### src/rtl/instr_fetch_pkg.sv
// ============================================================================
// = Module   : instr_fetch_pkg                                                =
// = Purpose  : Shared types and constants for the instruction fetch unit.    =
// = Contents : fetch_state_e  - fetch FSM states (LOAD, RUN, FAULT)          =
// =            INST_BYTES     - bytes per instruction word                   =
// =            NOP_INST       - NOP encoding, debug reset value of out_inst  =
// = Revision : 1.0 - initial release                                         =
// ============================================================================
`default_nettype none

package instr_fetch_pkg;

  typedef enum logic [1:0] {
    LOAD  = 2'd0,
    RUN   = 2'd1,
    FAULT = 2'd2
  } fetch_state_e;

  localparam int          INST_BYTES = 4;
  localparam int          ALIGN_BITS = $clog2(INST_BYTES);
  localparam logic [31:0] NOP_INST   = 32'h0000_0013;

endpackage : instr_fetch_pkg

`default_nettype wire

### src/rtl/instr_fetch_if.sv
// ============================================================================
// = Module   : instr_fetch_if                                                =
// = Purpose  : Bus bundle between the fetch unit, instruction memory,        =
// =            execute (redirects) and decode (valid/ready output).          =
// = Signals  : imem_addr/imem_wr/imem_rdata   - memory read port             =
// =            redirect_valid/redirect_pc     - PC change from execute       =
// =            out_valid/out_ready/out_inst/out_pc - pair toward decode      =
// = Modports : master - the fetch unit; slave - memory/execute/decode side   =
// = Revision : 1.0 - initial release                                         =
// ============================================================================
`default_nettype none

interface instr_fetch_if #(
  parameter int WIDTH1 = 32
);

  logic [WIDTH1-1:0] imem_addr;
  logic              imem_wr;
  logic [WIDTH1-1:0] imem_rdata;
  logic              redirect_valid;
  logic [WIDTH1-1:0] redirect_pc;
  logic              out_valid;
  logic              out_ready;
  logic [WIDTH1-1:0] out_inst;
  logic [WIDTH1-1:0] out_pc;

  modport master (
    output imem_addr, imem_wr, out_valid, out_inst, out_pc,
    input  imem_rdata, redirect_valid, redirect_pc, out_ready
  );

  modport slave (
    input  imem_addr, imem_wr, out_valid, out_inst, out_pc,
    output imem_rdata, redirect_valid, redirect_pc, out_ready
  );

endinterface : instr_fetch_if

`default_nettype wire

### src/rtl/instr_fetch_out_reg.sv
// ============================================================================
// = Module   : fetch_out_reg                                                 =
// = Purpose  : Single valid/ready output stage holding an instruction and    =
// =            its PC. Holds its contents unless told to capture or flush.   =
// = Ports    : clk, reset_n        - clock, async active-low reset           =
// =            capture             - load inst_in/pc_in and set valid        =
// =            flush               - drop the held pair (valid <= 0)         =
// =            inst_in, pc_in      - pair to capture                         =
// =            valid, inst, pc     - registered output pair                  =
// = Revision : 1.0 - initial release                                         =
// ============================================================================
`default_nettype none

module fetch_out_reg #(
  parameter int                WIDTH1     = 32,
  parameter logic [WIDTH1-1:0] RESET_INST = '0
) (
  input  wire logic              clk,
  input  wire logic              reset_n,
  input  wire logic              capture,
  input  wire logic              flush,
  input  wire logic [WIDTH1-1:0] inst_in,
  input  wire logic [WIDTH1-1:0] pc_in,
  output logic                   valid,
  output logic      [WIDTH1-1:0] inst,
  output logic      [WIDTH1-1:0] pc
);

  logic              valid_d, valid_q;
  logic [WIDTH1-1:0] inst_d,  inst_q;
  logic [WIDTH1-1:0] pc_d,    pc_q;

  // Flush wins over capture; a flush leaves inst/pc as they were since
  // they are meaningless while valid is low.
  always_comb begin
    valid_d = valid_q;
    inst_d  = inst_q;
    pc_d    = pc_q;
    if (flush) begin
      valid_d = 1'b0;
    end else if (capture) begin
      valid_d = 1'b1;
      inst_d  = inst_in;
      pc_d    = pc_in;
    end
  end

  always_ff @(posedge clk or negedge reset_n) begin
    if (!reset_n) begin
      valid_q <= 1'b0;
      inst_q  <= RESET_INST;
      pc_q    <= '0;
    end else begin
      valid_q <= valid_d;
      inst_q  <= inst_d;
      pc_q    <= pc_d;
    end
  end

  assign valid = valid_q;
  assign inst  = inst_q;
  assign pc    = pc_q;

endmodule : fetch_out_reg

`default_nettype wire

### src/rtl/instr_fetch.sv
// ============================================================================
// = Module   : instr_fetch                                                   =
// = Purpose  : Instruction fetch unit. Owns the PC and the LOAD/RUN/FAULT    =
// =            FSM, reads the combinational instruction memory and feeds a   =
// =            single valid/ready output stage toward decode.                =
// = Ports    : clk, reset_n  - clock, async active-low reset                 =
// =            load_busy     - program load in progress, fetch holds off     =
// =            bus           - instr_fetch_if.master (memory, redirect, out) =
// =            fault         - sticky misaligned/out-of-range fetch flag     =
// =            fetch_count   - accepted handshakes, wraps                    =
// = Revision : 1.0 - initial release                                         =
// ============================================================================
`default_nettype none

module instr_fetch
  import instr_fetch_pkg::*;
#(
  parameter int                WIDTH1          = 32,
  parameter int                MEM_SIZE        = 1024,
  parameter logic [WIDTH1-1:0] RESET_PC        = '0,
  parameter bit                DEBUG_NOP_RESET = 1'b0
) (
  input  wire logic              clk,
  input  wire logic              reset_n,
  input  wire logic              load_busy,
  instr_fetch_if.master          bus,
  output logic                   fault,
  output logic      [WIDTH1-1:0] fetch_count
);

  localparam logic [WIDTH1-1:0] MEM_WORDS  = WIDTH1'(MEM_SIZE);
  localparam logic [WIDTH1-1:0] RESET_INST =
      DEBUG_NOP_RESET ? WIDTH1'(NOP_INST) : '0;

  fetch_state_e      state_d, state_q;
  logic [WIDTH1-1:0] pc_d,    pc_q;
  logic              fault_d, fault_q;
  logic [WIDTH1-1:0] count_d, count_q;

  logic              capture;
  logic              flush;
  logic              handshake;
  logic              pc_bad;

  // Checked against the current PC, so a bad redirect target or a wrapped
  // pc + 4 is caught on the edge after it was loaded.
  assign pc_bad    = (pc_q[ALIGN_BITS-1:0] != '0) ||
                     ((pc_q >> ALIGN_BITS) >= MEM_WORDS);
  assign handshake = bus.out_valid && bus.out_ready;

  always_comb begin
    state_d = state_q;
    pc_d    = pc_q;
    fault_d = fault_q;
    count_d = count_q;
    capture = 1'b0;
    flush   = 1'b0;
    unique case (state_q)
      LOAD: begin
        pc_d  = RESET_PC;
        flush = 1'b1;
        if (!load_busy) begin
          state_d = RUN;
        end
      end
      RUN: begin
        // Decode took the pair on this edge whatever else happens to it.
        if (handshake) begin
          count_d = count_q + WIDTH1'(1);
        end
        if (pc_bad) begin
          state_d = FAULT;
          fault_d = 1'b1;
          flush   = 1'b1;
        end else if (load_busy) begin
          state_d = LOAD;
          pc_d    = RESET_PC;
          flush   = 1'b1;
        end else if (bus.redirect_valid) begin
          pc_d  = bus.redirect_pc;
          flush = 1'b1;
        end else if (!bus.out_valid || bus.out_ready) begin
          capture = 1'b1;
          pc_d    = pc_q + WIDTH1'(INST_BYTES);
        end
      end
      FAULT: begin
        // Everything frozen until reset.
      end
      default: begin
        state_d = LOAD;
      end
    endcase
  end

  always_ff @(posedge clk or negedge reset_n) begin
    if (!reset_n) begin
      state_q <= LOAD;
      pc_q    <= RESET_PC;
      fault_q <= 1'b0;
      count_q <= '0;
    end else begin
      state_q <= state_d;
      pc_q    <= pc_d;
      fault_q <= fault_d;
      count_q <= count_d;
    end
  end

  fetch_out_reg #(
    .WIDTH1     (WIDTH1),
    .RESET_INST (RESET_INST)
  ) u_out_reg (
    .clk     (clk),
    .reset_n (reset_n),
    .capture (capture),
    .flush   (flush),
    .inst_in (bus.imem_rdata),
    .pc_in   (pc_q),
    .valid   (bus.out_valid),
    .inst    (bus.out_inst),
    .pc      (bus.out_pc)
  );

  assign bus.imem_addr = pc_q >> ALIGN_BITS;
  assign bus.imem_wr   = 1'b0;
  assign fault         = fault_q;
  assign fetch_count   = count_q;

endmodule : instr_fetch

`default_nettype wire

### src/flat_wrapper.sv
// flat-port wrapper written by rule: the top's interface ports become plain ports
module instr_fetch_flat import instr_fetch_pkg::*;
#(
  parameter int                WIDTH1          = 32,
  parameter int                MEM_SIZE        = 1024,
  parameter logic [WIDTH1-1:0] RESET_PC        = '0,
  parameter bit                DEBUG_NOP_RESET = 1'b0
)
  (clk, reset_n, load_busy, fault, fetch_count, bus_imem_addr, bus_imem_wr, bus_out_valid, bus_out_inst, bus_out_pc, bus_imem_rdata, bus_redirect_valid, bus_redirect_pc, bus_out_ready);
  instr_fetch_if #(.WIDTH1(WIDTH1)) bus_i ();
  input  wire logic clk;
  input  wire logic reset_n;
  input  wire logic load_busy;
  output logic fault;
  output logic      [WIDTH1-1:0] fetch_count;
  output wire logic [$bits(bus_i.imem_addr)-1:0] bus_imem_addr;
  output wire logic [$bits(bus_i.imem_wr)-1:0] bus_imem_wr;
  output wire logic [$bits(bus_i.out_valid)-1:0] bus_out_valid;
  output wire logic [$bits(bus_i.out_inst)-1:0] bus_out_inst;
  output wire logic [$bits(bus_i.out_pc)-1:0] bus_out_pc;
  input wire logic [$bits(bus_i.imem_rdata)-1:0] bus_imem_rdata;
  input wire logic [$bits(bus_i.redirect_valid)-1:0] bus_redirect_valid;
  input wire logic [$bits(bus_i.redirect_pc)-1:0] bus_redirect_pc;
  input wire logic [$bits(bus_i.out_ready)-1:0] bus_out_ready;
  assign bus_imem_addr = bus_i.imem_addr;
  assign bus_imem_wr = bus_i.imem_wr;
  assign bus_out_valid = bus_i.out_valid;
  assign bus_out_inst = bus_i.out_inst;
  assign bus_out_pc = bus_i.out_pc;
  assign bus_i.imem_rdata = bus_imem_rdata;
  assign bus_i.redirect_valid = bus_redirect_valid;
  assign bus_i.redirect_pc = bus_redirect_pc;
  assign bus_i.out_ready = bus_out_ready;
  instr_fetch #(.WIDTH1(WIDTH1), .MEM_SIZE(MEM_SIZE), .RESET_PC(RESET_PC), .DEBUG_NOP_RESET(DEBUG_NOP_RESET)) u_core (.clk(clk), .reset_n(reset_n), .load_busy(load_busy), .bus(bus_i), .fault(fault), .fetch_count(fetch_count));
endmodule
### config.mk
export PLATFORM = sky130hd
export DESIGN_NAME = instr_fetch_flat
export DESIGN_NICKNAME = d
export VERILOG_FILES = /design/src/rtl/instr_fetch_pkg.sv /design/src/rtl/instr_fetch_if.sv /design/src/rtl/instr_fetch_out_reg.sv /design/src/rtl/instr_fetch.sv /design/src/flat_wrapper.sv
export SDC_FILE = /design/constraint.sdc
export NUM_CORES = 1
export LEC_CHECK = 0
export ABC_AREA = 0
export CAP_MARGIN = 0
export CORE_MARGIN = 2
export CORE_UTILIZATION = 47
export CTS_CLUSTER_SIZE = 12
export DETAILED_ROUTE_END_ITERATION = 16
export PLACE_DENSITY = 0.9
export REMOVE_ABC_BUFFERS = 1
export SYNTH_ARGS = -nofsm -noshare
export SYNTH_HDL_FRONTEND = slang
export SYNTH_HIERARCHICAL = 1
export SYNTH_SLANG_ARGS = --single-unit
### constraint.sdc
create_clock -name clk -period 3.55 [get_ports clk]
set_input_delay 0.5325 -clock clk [delete_from_list [all_inputs] [get_ports clk]]
set_output_delay 0.5325 -clock clk [all_outputs]
set_load 0.1 [all_outputs]
== Yosys cells after proc, flatten, opt, wreduce, memory -nomap -nowiden ==
Index checks and enable logic that the tools add are counted.

* $add $sub $neg: 2
* Reduce and logical (&&, ||, !) cells: 13
* Magnitude comparators: 1
* Equality and inequality tests: 6
* Bitwise operators: 2
* Multiplexer cells: 20

{| class="wikitable"
|+ Operators by type and width
! operator !! count
|-
| two-way mux 32 bit || 4
|-
| case mux 32 bit (2 select lines) || 1
|-
| adder 32 x 1 -> 32 bit, second input constant || 1
|-
| adder 32 x 3 -> 32 bit, second input constant || 1
|-
| >= comparator 30 x 11 -> 1 bit, second input constant || 1
|-
| two-way mux 1 bit || 10
|-
| two-way mux 2 bit || 3
|-
| case mux 2 bit (3 select lines) || 1
|-
| AND reduction 2 bit || 3
|-
| AND reduction 3 bit || 2
|-
| nonzero test 2 bit || 3
|-
| != test 2 bit, second input constant || 2
|-
| != test 4 x 3 -> 1 bit, second input constant || 1
|-
| != test 3 x 2 -> 1 bit, second input constant || 1
|-
| equality test 2 x 1 -> 1 bit, second input constant || 1
|-
| equality test 2 bit, second input constant || 1
|-
| logical NOT 2 bit || 1
|-
| logical OR 1 bit || 2
|-
| inverter 1 bit || 2
|-
| case mux 1 bit (2 select lines) || 1
|-
| logical AND 1 bit || 1
|-
| logical NOT 1 bit || 1
|}

* Output and inout port bits: 131
* Logic and storage cells: 51
* Register bits after elaboration: 132

== Logic depth before layout (Yosys ltp) ==
Gate-level depths: netlist of run 1.

* Depth after elaboration: 9
* Mapped depth: 10
* Depth with buffers taken out: 6

== By module ==
Netlist of run 1, hierarchy kept.

{| class="wikitable"
|+ By module, submodules not included
! module !! cells an instance !! seq. area each (µm²) !! area each (µm²) !! instances
|-
| instr_fetch || 372 || 1676.6 || 3570.9 || 1
|-
| fetch_out_reg || 139 || 1626.6 || 2733.9 || 1
|}

== Worst setup path after synthesis of run 1 ==
OpenSTA, ideal clock, no wires.

* Path type: reg2reg
* Start point: reg u_core.u_out_reg.valid_q, in the netlist u_core/u_out_reg/valid
* End point: reg u_core.u_out_reg.inst_q[0], in the netlist u_core/u_out_reg/inst[0]
* Path buffers: 4
* Library setup time: 0.126 ns
* Arrival: 2.579 ns
* Path slack: 0.844 ns
* Cell stages (with the launch flop): 10
* Data required time: 3.424 ns
* Cells stage by stage: dfrtp_1 nand2b_1 o2111ai_1 buf_2 clkbuf_1 nor3_1 nor2b_4 buf_12 buf_12 mux2_4

* Cells in the longest elaborated chain, start to end: 8

{| class="wikitable"
|+ Ends and longest elaborated chain
! what !! RTL line !! source
|-
| from (decl) || instr_fetch_out_reg.sv:29 || <nowiki>logic valid_d, valid_q;</nowiki>
|-
| from (signal assigned) || instr_fetch_out_reg.sv:54 || <nowiki>valid_q <= valid_d;</nowiki>
|-
| logical NOT 1 bit || instr_fetch.sv:82 || <nowiki>end else if (!bus.out_valid || bus.out_ready) begin</nowiki>
|-
| logical OR 1 bit || instr_fetch.sv:82 ||
|-
| two-way mux 1 bit || instr_fetch.sv:82 ||
|-
| two-way mux 1 bit || instr_fetch.sv:79 || <nowiki>end else if (bus.redirect_valid) begin</nowiki>
|-
| two-way mux 1 bit || instr_fetch.sv:75 || <nowiki>end else if (load_busy) begin</nowiki>
|-
| two-way mux 1 bit || instr_fetch.sv:71 || <nowiki>if (pc_bad) begin</nowiki>
|-
| two-way mux 1 bit || instr_fetch.sv:58 || <nowiki>unique case (state_q)</nowiki>
|-
| named net u_core.capture || instr_fetch.sv:40 || <nowiki>logic capture;</nowiki>
|-
| AND reduction 2 bit (no line) || -- ||
|-
| to (signal assigned) || instr_fetch_out_reg.sv:55 || <nowiki>inst_q <= inst_d;</nowiki>
|-
| to (decl) || instr_fetch_out_reg.sv:30 || <nowiki>logic [WIDTH1-1:0] inst_d, inst_q;</nowiki>
|}

The timed path passes the listed nets, and every way through them passes these cells.
A chain may end at the register's enable or synchronous reset.

== Worst setup path after layout of run 1 ==
* Start point: reg u_core.pc_q[20]
* End point: reg u_core.u_out_reg.inst_q[29], in the netlist u_core/u_out_reg/inst[29]

* Elaborated cells on any way between the ends: 8

{| class="wikitable"
|+ RTL lines
! what !! RTL line !! source
|-
| from (decl) || instr_fetch.sv:36 || <nowiki>logic [WIDTH1-1:0] pc_d, pc_q;</nowiki>
|-
| from (signal assigned) || instr_fetch.sv:104 || <nowiki>pc_q <= pc_d;</nowiki>
|-
| >= comparator 30 x 11 -> 1 bit || instr_fetch.sv:48 || <nowiki>((pc_q >> ALIGN_BITS) >= MEM_WORDS);</nowiki>
|-
| logical OR 1 bit || instr_fetch.sv:47 || <nowiki>assign pc_bad = (pc_q[ALIGN_BITS-1:0] != '0) ||</nowiki>
|-
| two-way mux 1 bit || instr_fetch.sv:71 ||
|-
| two-way mux 1 bit || instr_fetch.sv:58 ||
|-
| named net u_core.capture || instr_fetch.sv:40 ||
|-
| AND reduction 2 bit (no line) || -- ||
|}

The timed path passes the listed nets, and every way through them passes these cells.

==> impl_metrics.csv, run 1 <==
group,metric,value,unit
status,outcome,"finished clean",
power,ir_worst_vdd,0.000522,V
yosys,synth.top_cell.area_share,0.524,
critical_path,crit_end,"u_core/u_out_reg/inst[29]",
timing,worst_pin_slew,1090,ps
placed_design,place_congestion,0.860,
grt,grt_pass1_wl,26.8,mm
critical_path,critPathLaunch,"u_core/pc_q[20]",
routing,drt-pass1-iter-count,5,
finish,fin_util,0.666,
critical_path,cp_top_family,"simple AND/OR/NAND/NOR gates",
power,power_per_cell_area,851,nW/um^2
floorplanning,ioPinCount,200,
timing,whs,258,ps
critical_path,cp.depth,7,
routing,ant_nets,0,
routing,viasPerCell,5.53,
finish,nNetsFinal,763,
yosys,synth-seq-cells,132,
critical_path,worst-setup-path-type,"reg2reg",
clock_tree,htreeDepth,4,
run,maxCapViolCount,0,
timing,skew,5.66,ps
timing,relSlewSlack,0.274,
clock_tree,clk_pin_slew,60,ps
finish,antenna_cells,0,
power,total_power,7.48,mW
finish,final_cell_mix,"clkdlybuf4s50_1, dfrtp_1, mux2_4, nand2_1, o21ai_0",
critical_path,cp.required,3840,ps
yosys,ys_top_cells_by_area,"dfrtp_1, mux2_4, buf_4",
timing,tns,0,ps
critical_path,cpMaxStageDelayCell,"nor2b_4",
floorplanning,num_rows,42,
routing,vias,4863,
clock_tree,clockBufferDepth,2,
floorplanning,chipHeight,120,um
critical_path,critical-path-max-stage-delay,520,ps
floorplanning,fp.dieArea,14400,sq um
placed_design,io_buffers,196,
clock_tree,cts-root-buf,"clkbuf_16",
critical_path,r2r_end,"u_core/u_out_reg/inst[29]",
floorplanning,start_util,0.478,
yosys,synth_edf_count,0,
timing,rsz0062_at_grt,"no",
routing,wl_per_cell,19.4,um
power,leakage,3.75,nW
timing,drv_slew,0,
critical_path,worstSetupStartpointType,"register",
timing,finalCritPeriodShare,0.855,
finish,nFillCells,933,
timing,finalCriticalPeriod,3030,ps
finish,synthToLayoutAreaGrowth,39.4,%
clock_tree,cts_setup_buffers,0,
critical_path,path_max_fanout,31,
timing,finalHoldViolations,0,
finish,final_common_cell,"clkdlybuf4s50_1",
critical_path,crit_chain,"or4_4 > nor3_4 > o2111ai_1 > nor3_1 > nor2b_4 > buf_12 > mux2_2",
routing,drt-total-wl,17.1,mm
critical_path,worst-path-buf-inv,1,
yosys,syn_inst,511,
yosys,async_flop_share,1.00,
grt,grt_pass1_vias,4952,
yosys,synth_top_area_cell,"dfrtp_1",
clock_tree,clock_sinks,132,
timing,setup_viol,0,
clock_tree,cts_tree,"done",
grt,grt_use_total,0.242,
timing,fmax,329,MHz
grt,grt-ovfl-total,0,
critical_path,ff2ff_setup_slack,520,ps
grt,antenna_found_initial,0,
critical_path,rr_startpoint,"u_core/pc_q[20]",
placed_design,dp_hpwl,11.8,mm
yosys,synthFlopType,"dfrtp_1",
critical_path,arrival,3330,ps
clock_tree,clock_latency,410,ps
floorplanning,die_w,120,um
clock_tree,cts_buffers,17,
yosys,netlist_area,6300,sq um
critical_path,worstRegToRegCells,7,
routing,drc_errors,0,
yosys,yosysSeqAreaShare,0.524,
grt,grt_start_max_net_pins,116,
yosys,ys_types,52,
yosys,postSynthAreaPerCell,12.3,sq um
yosys,yosys_warnings,6,
finish,layout-drive-gt1-share,0.165,
clock_tree,cts_resized,0,
worst_hold_path,min_path_type,"in2async",
floorplanning,core_area,13200,sq um
routing,drt_iter0_drc,368,
critical_path,critPathCaptureType,"register",
clock_tree,hold_buffers,0,
-- stage by stage --
step / std cells / instance area [sq um] / setup slack, ps
final: 880 / 8790 / 515
after global routing: 880 / 8790 / 402
after CTS: 880 / 8790 / 544
after detailed placement: 848 / 8200 / 462
after global placement: 848 / 8200 / 558
after floorplan: 460 / 5870 / -986
-- layer usage --
layer | vias to the layer above | track usage | part of all wire
met2 | 246 | 0.390 | 0.49
met4 | 0 | 0.0956 | 0.026
met3 | 34 | 0.0760 | 0.072
met1 | 2419 | 0.303 | 0.41
li1 | 2164 | - | -
met5 | - | 0 | 0
-- Yosys cell counts (3+ instances only) --
| master | number |
|---|---|
| and3_1 | 5 |
| o31ai_1 | 3 |
| o21ai_1 | 3 |
| xnor2_1 | 25 |
| a31oi_1 | 4 |
| nand3_1 | 20 |
| ha_1 | 3 |
| a2bb2oi_1 | 3 |
| mux2_4 | 60 |
| a32o_1 | 7 |
| o21ai_0 | 26 |
| buf_12 | 7 |
| nand2b_1 | 4 |
| buf_4 | 33 |
| a32oi_1 | 3 |
| dfrtp_1 | 132 |
| nor4_1 | 8 |
| and4_1 | 7 |
| inv_1 | 7 |
| nand2_1 | 39 |
| xor2_1 | 6 |
| clkbuf_1 | 11 |
| a21oi_1 | 11 |
| nor3_1 | 8 |
| nand4_1 | 15 |
| nor2_1 | 24 |
| a22o_1 | 4 |
| mux2_2 | 4 |
-- registers in the layout, summed over array words and instances (netlist names) --
| register | flops |
|---|---|
| u_core/fault | 1 |
| u_core/u_out_reg/pc | 32 |
| u_core/state_q | 2 |
| u_core/pc_q | 32 |
| u_core/u_out_reg/valid | 1 |
| u_core/fetch_count | 32 |
| u_core/u_out_reg/inst | 32 |
-- power by group --
| group | total (mW) | internal (mW) | switching (mW) |
|---|---|---|---|
| Combinational | 3.68 | 0.978 | 2.70 |
| Clock | 1.74 | 1.11 | 0.639 |
| Sequential | 2.06 | 1.78 | 0.275 |
-- layout make-up --
| class | count | area [sq um] | area share |
|---|---|---|---|
| inverters | 7 | 26.3 | 0.00299 |
| flip-flops and latches | 132 | 3300 | 0.376 |
| clock inverters | 8 | 98.8 | 0.0113 |
| repair buffers | 212 | 2100 | 0.239 |
| clock buffers | 24 | 492 | 0.0560 |
| well taps | 176 | 220 | 0.0251 |
| multi-input cells | 321 | 2550 | 0.290 |
-- worst min path at each step --
stage | end
global placement | u_core/fault
floorplan | u_core/fault
finish | u_core/u_out_reg/inst[16]
CTS | u_core/u_out_reg/inst[16]
detailed placement | u_core/fault
global route | u_core/u_out_reg/inst[25]
-- worst register-to-register path: cells and delay by family, from the launching register on --
kind	cells	cell delay, ps
and+or+nand+nor	4	1560
DFF	1	430
muxes	1	380
buffers and inverters	1	330
AOI/OAI and AO/OA	1	210
-- cells by family after synthesis --
family          after synthesis  share of synthesized area
compound gates               72                     0.0750
xor+xnor                     31                     0.0431
fa+ha+maj                     3                    0.00595
buf+inv                      60                     0.0738
flops                       132                      0.524
mux                          65                      0.152
other cells                   1                   0.000595
simple gates                147                      0.126
Power figures use the tool's default switching activity.
==> run 2: changes to the inputs <==
Settings changed: CAP_MARGIN 0 to 10.
==> results of run 2 <==
No change in the layout: final DEF, timing and power equal those of run 1.
==> run 3: changes to the inputs <==
--- a/config.mk
+++ b/config.mk
@@ -10,6 +10,6 @@
 export CORE_MARGIN = 2
-export CORE_UTILIZATION = 47
+export CORE_UTILIZATION = 40
 export CTS_CLUSTER_SIZE = 12
 export DETAILED_ROUTE_END_ITERATION = 16
-export PLACE_DENSITY = 0.9
+export PLACE_DENSITY = 0.8
 export REMOVE_ABC_BUFFERS = 1
--- a/constraint.sdc
+++ b/constraint.sdc
@@ -3,2 +3,2 @@
 set_output_delay 0.5325 -clock clk [all_outputs]
-set_load 0.1 [all_outputs]
+set_load 0.01 [all_outputs]
==> run 3 against run 2 <==
Compared with the run above: sequential share of layout area decreased by 0.39 points; global-route usage decreased by 4.5 points; cell count increased by 4.7%; sequential power about the same; clock power about the same; wire length decreased by 4.5%; design area increased by 1.0%; worst hold slack got worse by 16 ps; non-clock buffer count increased by 6; first-iteration DRC count decreased by 27%; critical path type unchanged; critical endpoint is now u_core/u_out_reg/inst[9]; largest cell class unchanged; largest power group is now sequential cells.
==> impl_metrics.csv, run 3 (same netlist as run 1, synthesis figures left out) <==
group,metric,value,unit
run,maxCapViolCount,0,
grt,grt_pass1_vias,4918,
timing,relSlewSlack,0.314,
floorplanning,die_w,130,um
clock_tree,cts_tree,"done",
power,seqPwrFrac,0.365,
placed_design,dp_hpwl,11.8,mm
critical_path,worstSetupStartpointType,"register",
clock_tree,htreeDepth,4,
floorplanning,fp.dieArea,16800,sq um
critical_path,worst-setup-path-type,"reg2reg",
power,power_per_cell_area,634,nW/um^2
status,outcome,"finished clean",
floorplanning,core_area,15300,sq um
clock_tree,cts_resized,0,
power,pwr-share-clk,0.303,
critical_path,worstRegToRegCells,7,
routing,drt-pass1-iter-count,5,
critical_path,arrival,3390,ps
worst_hold_path,min_path_type,"in2async",
placed_design,pre_cts_ws,458,ps
grt,grt-ovfl-total,0,
clock_tree,hold_buffers,0,
routing,drc_errors,0,
routing,drt_iter0_drc,269,
clock_tree,clk_pin_slew,60,ps
critical_path,cp.required,3840,ps
timing,finalCriticalPeriod,3100,ps
finish,layout-drive-gt1-share,0.172,
timing,worst_pin_slew,1030,ps
critical_path,cp_top_family,"simple AND/OR/NAND/NOR gates",
timing,fmax,323,MHz
critical_path,cp.depth,7,
routing,vias,4749,
finish,final_common_cell,"clkdlybuf4s50_1",
timing,finalCritPeriodShare,0.873,
grt,grt_start_max_net_pins,114,
floorplanning,chipHeight,130,um
clock_tree,clockBufferDepth,2,
critical_path,crit_chain,"or4_4 > nor3_4 > o2111ai_1 > nor3_1 > nor2b_4 > buf_12 > mux2_4",
routing,ant_nets,0,
finish,final_cell_mix,"clkdlybuf4s50_1, dfrtp_1, mux2_4, nand2_1, o21ai_0",
finish,fin_util,0.580,
floorplanning,num_rows,45,
finish,antenna_cells,0,
routing,wl_per_cell,17.7,um
power,swShare,0.310,
finish,nNetsFinal,769,
placed_design,place_congestion,0.874,
grt,grt_use_total,0.197,
critical_path,critPathCaptureType,"register",
finish,final_cells,921,
routing,viasPerCell,5.16,
clock_tree,clock_sinks,132,
critical_path,critical-path-max-stage-delay,640,ps
timing,setup_viol,0,
critical_path,worst-path-buf-inv,1,
clock_tree,cts_setup_buffers,0,
clock_tree,clock_latency,410,ps
clock_tree,cts_buffers,17,
grt,antenna_found_initial,0,
timing,fin_ws,451,ps
power,internal_power,3.88,mW
routing,drt-total-wl,16.3,mm
critical_path,path_max_fanout,18,
timing,drv_slew,0,
power,ir_worst_vdd,0.000366,V
placed_design,io_buffers,196,
floorplanning,start_util,0.412,
power,leakage,3.78,nW
power,comb_power_share,0.331,
floorplanning,ioPinCount,200,
clock_tree,cts-root-buf,"clkbuf_16",
timing,whs,242,ps
power,total_power,5.63,mW
timing,finalHoldViolations,0,
power,power_switching,1.75,mW
critical_path,cpMaxStageDelayCell,"nor2b_4",
finish,synthToLayoutAreaGrowth,40.8,%
placed_design,numPlacedInstances,889,
grt,grt_pass1_wl,25.4,mm
timing,rsz0062_at_grt,"no",
timing,skew,6.19,ps
==> run 3: layout make-up <==
type	instances	area (sq um)
multi-input cells	321	2550
clock inverters	9	103
clock buffers	23	478
flip-flops and latches	132	3300
fillers	1244	6440
repair buffers	218	2150
well taps	211	264
inverters	7	26.3
==> run 3: final timing paths <==
check | end | slack [ps] | from
min in group clk | u_core/fetch_count[31] | 480 | u_core/fetch_count[31]
worst min-delay path | u_core/u_out_reg/inst[15] | 240 | reset_n
worst max-delay path | u_core/u_out_reg/inst[9] | 450 | u_core/pc_q[21]
worst min register to register | u_core/fetch_count[31] | 480 | u_core/fetch_count[31]
worst max register to register | u_core/u_out_reg/inst[9] | 450 | u_core/pc_q[21]
max in group asynchronous | u_core/fetch_count[12] | 2360 | reset_n
==> run 3: through the flow <==
step / cell area (sq um) / TNS, ps
2_1_floorplan: 5870 / -28580
3_5_place_dp: 8300 / 0
4_1_cts: 8880 / 0
3_3_place_gp: 8300 / 0
6_report: 8880 / 0
5_1_grt: 8880 / 0
==> run 3: worst register-to-register path: cells and delay by family, from the launching register on <==
family                 cells  cell delay [ps]
multiplexers               1              320
AND/OR/NAND/NOR            4             1720
buffers and inverters      1              280
flip-flops                 1              450
AO/OA/AOI/OAI              1              210
==> run 3: per-layer routing <==
layer  part of all wire  track usage  vias up  wire length [um]
met5                  0            0        -                 0
met4              0.017       0.0639        0               285
met3              0.078       0.0665       18              1270
met2               0.48        0.324      200              7810
met1               0.43        0.245     2350              6970
li1                   -            -     2181                 -
==> run 3: power by group through the flow <==
stage	sequential, mW	combinational (mW)	clock [mW]
after floorplan	2.15	0.749	0
after global placement	2.06	1.82	0
after detailed placement	2.08	1.86	0
after CTS	2.06	1.87	1.75
after global routing	2.10	1.98	1.83
final	2.06	1.87	1.71
